## config.mk

```make
export PLATFORM = sky130hd
export DESIGN_NAME = ora_misr
export DESIGN_NICKNAME = d
export VERILOG_FILES = /design/src/rtl/ora_misr.sv
export SDC_FILE = /design/constraint.sdc
export NUM_CORES = 1
export LEC_CHECK = 0
export CAP_MARGIN = 30
export CORE_MARGIN = 1.5
export CORE_UTILIZATION = 54
export CTS_CLUSTER_SIZE = 14
export DETAILED_ROUTE_END_ITERATION = 7
export PLACE_DENSITY = 0.84
export SLEW_MARGIN = 10
export SYNTH_ARGS = -nofsm -noshare
export SYNTH_HDL_FRONTEND = slang
export SYNTH_SLANG_ARGS = --single-unit
```

## constraint.sdc

```tcl
create_clock -name clk -period 4.8 [get_ports clk]
set_input_delay 0.96 -clock clk [delete_from_list [all_inputs] [get_ports clk]]
set_output_delay 0.96 -clock clk [all_outputs]
set_load 0.01 [all_outputs]
```

## src/rtl/ora_misr.sv

```systemverilog
`default_nettype none
// ============================================================================
// Module      : ora_misr
// Description : Output response analyser. It compacts the outputs of the
//               circuit under test and the fault-free reference into two
//               MISR signatures. It also tracks the first mismatching
//               pattern and gives a pass/fail verdict at the end of each
//               session.
// Revision    : 1.0 - initial release
// ============================================================================
module ora_misr #(
    parameter int                   WIDTH     = 4,
    parameter int                   SIG_WIDTH = 16,
    parameter logic [SIG_WIDTH-1:0] POLY      = 16'h1021,
    parameter logic [SIG_WIDTH-1:0] SEED      = '0,
    parameter int                   CNT_WIDTH = 8
) (
    input  logic                 clk,
    input  logic                 rst,
    input  logic                 start,
    input  logic [CNT_WIDTH-1:0] num_patterns,
    input  logic                 valid,
    input  logic [WIDTH-1:0]     cut_op,
    input  logic [WIDTH-1:0]     ff_op,
    output logic                 busy,
    output logic                 done,
    output logic                 pass,
    output logic [SIG_WIDTH-1:0] sig_cut,
    output logic [SIG_WIDTH-1:0] sig_ff,
    output logic                 mismatch_seen,
    output logic [CNT_WIDTH-1:0] first_fail_idx
);

    localparam logic [1:0] c_st_idle  = 2'd0;
    localparam logic [1:0] c_st_run   = 2'd1;
    localparam logic [1:0] c_st_check = 2'd2;
    localparam logic [1:0] c_st_done  = 2'd3;

    localparam logic [CNT_WIDTH-1:0] c_cnt_one = CNT_WIDTH'(1);

    logic [1:0]           r_state;
    logic [1:0]           w_state_next;
    logic [CNT_WIDTH-1:0] r_count;
    logic [CNT_WIDTH-1:0] r_num;
    logic [SIG_WIDTH-1:0] r_sig_cut;
    logic [SIG_WIDTH-1:0] r_sig_ff;
    logic                 r_mismatch;
    logic [CNT_WIDTH-1:0] r_first_idx;
    logic                 r_pass;

    logic                 w_last;
    logic                 w_accept;
    logic [SIG_WIDTH-1:0] w_sig_cut_next;
    logic [SIG_WIDTH-1:0] w_sig_ff_next;

    // A pattern is compacted only when it arrives during RUN
    assign w_accept = (r_state == c_st_run) && valid;
    // r_num is never zero in RUN, so num-1 cannot underflow here
    assign w_last   = (r_count == (r_num - c_cnt_one));

    // Galois-style MISR step: shift, conditional polynomial feedback,
    // then fold in the zero-extended response word
    assign w_sig_cut_next = {r_sig_cut[SIG_WIDTH-2:0], 1'b0}
                          ^ (r_sig_cut[SIG_WIDTH-1] ? POLY : '0)
                          ^ SIG_WIDTH'(cut_op);
    assign w_sig_ff_next  = {r_sig_ff[SIG_WIDTH-2:0], 1'b0}
                          ^ (r_sig_ff[SIG_WIDTH-1] ? POLY : '0)
                          ^ SIG_WIDTH'(ff_op);

    // State register
    always_ff @(posedge clk) begin
        if (rst) begin
            r_state <= c_st_idle;
        end else begin
            r_state <= w_state_next;
        end
    end

    // Next-state logic; an empty session skips RUN
    always_comb begin
        w_state_next = r_state;
        case (r_state)
            c_st_idle: begin
                if (start) begin
                    w_state_next = (num_patterns != '0) ? c_st_run : c_st_check;
                end
            end
            c_st_run: begin
                if (valid && w_last) begin
                    w_state_next = c_st_check;
                end
            end
            c_st_check: w_state_next = c_st_done;
            c_st_done:  w_state_next = c_st_idle;
            default:    w_state_next = c_st_idle;
        endcase
    end

    // Session datapath: load on start, compact in RUN, decide in CHECK
    always_ff @(posedge clk) begin
        if (rst) begin
            r_count     <= '0;
            r_num       <= '0;
            r_sig_cut   <= SEED;
            r_sig_ff    <= SEED;
            r_mismatch  <= 1'b0;
            r_first_idx <= '0;
            r_pass      <= 1'b0;
        end else begin
            case (r_state)
                c_st_idle: begin
                    if (start) begin
                        r_count     <= '0;
                        r_num       <= num_patterns;
                        r_sig_cut   <= SEED;
                        r_sig_ff    <= SEED;
                        r_mismatch  <= 1'b0;
                        r_first_idx <= '0;
                        r_pass      <= 1'b0;
                    end
                end
                c_st_run: begin
                    if (w_accept) begin
                        r_sig_cut <= w_sig_cut_next;
                        r_sig_ff  <= w_sig_ff_next;
                        // Ends at r_num, which fits the counter, so no wrap
                        r_count   <= r_count + c_cnt_one;
                        if ((cut_op != ff_op) && !r_mismatch) begin
                            r_mismatch  <= 1'b1;
                            r_first_idx <= r_count;
                        end
                    end
                end
                c_st_check: begin
                    r_pass <= (r_sig_cut == r_sig_ff) && !r_mismatch;
                end
                default: begin
                end
            endcase
        end
    end

    assign busy           = (r_state == c_st_run) || (r_state == c_st_check);
    assign done           = (r_state == c_st_done);
    assign pass           = r_pass;
    assign sig_cut        = r_sig_cut;
    assign sig_ff         = r_sig_ff;
    assign mismatch_seen  = r_mismatch;
    assign first_fail_idx = r_first_idx;

endmodule
`default_nettype wire

```

==> results.toml <==
[synth]
async_flop_share = 0
yosysUniqueCellTypes = 40
synth_nets = 396
synth_edf_count = 0
synthFlopType = "dfxtp_1"
ys_ff_latch = 60
yosys_warnings = 0
ys_seq_area_frac = 0.406
yosys-top-cells-area = "dfxtp_1 (41%), xor2_1 (11%), a21oi_1 (9.5%)"
netlist.area_leader.share = 0.406
syn_inst = 369
yosys.area.top_type = "dfxtp_1"
avgSynthCellArea_um2 = 8.01
synth_area_um2 = 2960

[cells_and_area]
antenna_cells = 0
final_common_cell = "nand2_1"
syn_to_final_growth_pct = 29.3
drive_gt1_frac = 0.0587
final_area_um2 = 3820
mostFrequentLayoutCells = "nand2_1 (65), clkdlybuf4s50_1 (62), dfxtp_1 (60)"
fillerInstances = 428
nNetsFinal = 448

[grt]
gr-total-overflow = 0
antenna_found_initial = 0
grt_usage = 0.266
grt_max_degree = 57
grt_pass1_vias = 2654
grt_pass1_wl_um = 12600

[floorplan]
start_util = 0.568
fp.dieH_um = 77.0
std_cell_rows = 26
core_area_um2 = 5200
die_x_um = 77.0
pin_count = 64
die_area_um2 = 5930

[placement]
port_buffers = 63
gp_congestion = 0.880
postPlaceCellArea_um2 = 3590
hpwl_um = 5270
pre_cts_slack_ns = 1.74

[power_and_ir_drop]
power_density_nw_per_um2 = 438
p_leak_nw = 1.46
ir_drop_mv = 0.240

[clocking]
cts_setup_buffers = 0
ctsResizeCount = 0
cts.clk_slew.worst_paths_ns = 0.07
ctsRootBufferMaster = "clkbuf_8"
numClockSinks = 60
numCtsBuffers = 9
clockBufferDepth = 2
ctsHoldBuffers = 0
cts_tree = "done"
ctsHtreeMaxLevel = 3
clock_latency_ns = 0.34

[sta]
setup_slack_ns = 2.08
skew_ns = 0.00394
slew_headroom = 0.556
setup_tns_ns = 0
final.min_clock_period_ns = 2.72
slew_viol_final = 0
setup_violations = 0
tightest_slew_ns = 0.665
period_share = 0.566
grt_setup_unrepaired = "no"
hold_violations = 0
max_freq_ghz = 0.368

[worst_setup_path]
criticalPathCategory = "input pin to flop"
path_buf_inv = 1
cp_slowest_cell = "or4_1"
max_stage_delay_ns = 0.59
worstSetupStartpointType = "input pin"
cp-end-kind = "flop"
path_cells = "clkdlybuf4s50_1 > and2_1 > a21oi_2 > or4_1 > nor4b_2 > nand4_1 > a21oi_1"
critical_path_required_ns = 5.08
critPathTopFamily = "simple AND/OR/NAND/NOR gates"
worstPathMaxFanout = 9
crit_arrival_ns = 2.99

[detailed_routing]
drtIter0Drc = 163
wirelength_um = 7730
drt.antenna.violating_nets = 0
num_vias = 2845
drc = 0
viasPerCell = 5.74
dr.pass1.iters = 4
drt-wirelength-per-cell_um = 15.6

[flow_run]
cap_violations = 0

[hold_path]
hold_path_class = "flop to flop"

[outcome]
status = "complete, no violations"
metal layers:
| metal | routed length, um | up-vias | global-route usage |
|---|---|---|---|
| met5 | 0 | - | 0 |
| met4 | 141 | 0 | 0.116 |
| met3 | 472 | 15 | 0.0476 |
| met2 | 3950 | 110 | 0.461 |
| met1 | 3170 | 1345 | 0.321 |
| li1 | - | 1375 | - |
flip-flops by register name (all words and copies together) (netlist names):
| signal | cells |
|---|---|
| first_fail_idx | 8 |
| pass | 1 |
| sig_ff | 16 |
| sig_cut | 16 |
| r_num | 8 |
| r_count | 8 |
| mismatch_seen | 1 |
| r_state | 2 |
area by class of cell:
type	count	area, um^2	area share
Clock inverter	5	75.1	0.0196
Timing Repair Buffer	66	661	0.173
Multi-Input combinational cell	278	1630	0.427
Sequential cell	60	1200	0.314
Clock buffer	11	141	0.0370
Inverter	6	22.5	0.00589
Tap cell	70	87.6	0.0229
cell usage after synthesis (3+ instances only):
cell	number
dfxtp_1	60
nor2_1	14
buf_1	3
nor4_1	5
or3_1	3
clkbuf_1	19
ha_1	7
a21oi_1	56
xor2_1	38
nand3_1	33
nand4_1	12
nor3_1	4
nand2_1	65
xnor2_1	6
inv_1	6
o21ai_0	4
kinds of logic after synthesis:
kind of cell	synth area share
AO/OA/AOI/OAI	0.135
AND/OR/NAND/NOR	0.246
adder cells (fa/ha/maj)	0.0296
XOR/XNOR	0.130
buffers and inverters	0.0415
multiplexers	0.0106
flip-flops	0.406
power breakdown:
part           internal, mW  switching [mW]
combinational         0.189           0.399
clock                 0.304           0.198
sequential            0.533          0.0490
per-stage QoR:
step	utilization	power [mW]	cells	hold WS, ns
6_report	0.734	1.67	496	0.465
5_1_grt	0.734	1.76	496	0.494
4_1_cts	0.731	1.66	495	0.465
3_5_place_dp	0.689	1.16	479	0.455
3_3_place_gp	0.689	1.15	479	0.449
2_1_floorplan	-	1.00	369	0.449
worst paths after layout:
kind,cells after the start,slack [ns],from,end
worst max-delay path,7,2.08,start,pass$_SDFFE_PP0P_
worst min-delay path,2,0.46,first_fail_idx[5]$_SDFFE_PP0P_,first_fail_idx[5]$_SDFFE_PP0P_
worst max register to register,8,2.47,r_state[0]$_SDFFE_PP0P_,pass$_SDFFE_PP0P_
worst min register to register,2,0.46,first_fail_idx[5]$_SDFFE_PP0P_,first_fail_idx[5]$_SDFFE_PP0P_
worst reg2reg max path, delay by kind of cell, from the launching register on:
kind / cells / cell delay [ns]
buffers and inverters: 1 / 0.13
adder cells (fa/ha/maj): 1 / 0.25
AO/OA/AOI/OAI: 2 / 0.24
AND/OR/NAND/NOR: 4 / 1.32
flip-flops: 1 / 0.34
No activity file was read; power rests on OpenSTA's default activity.
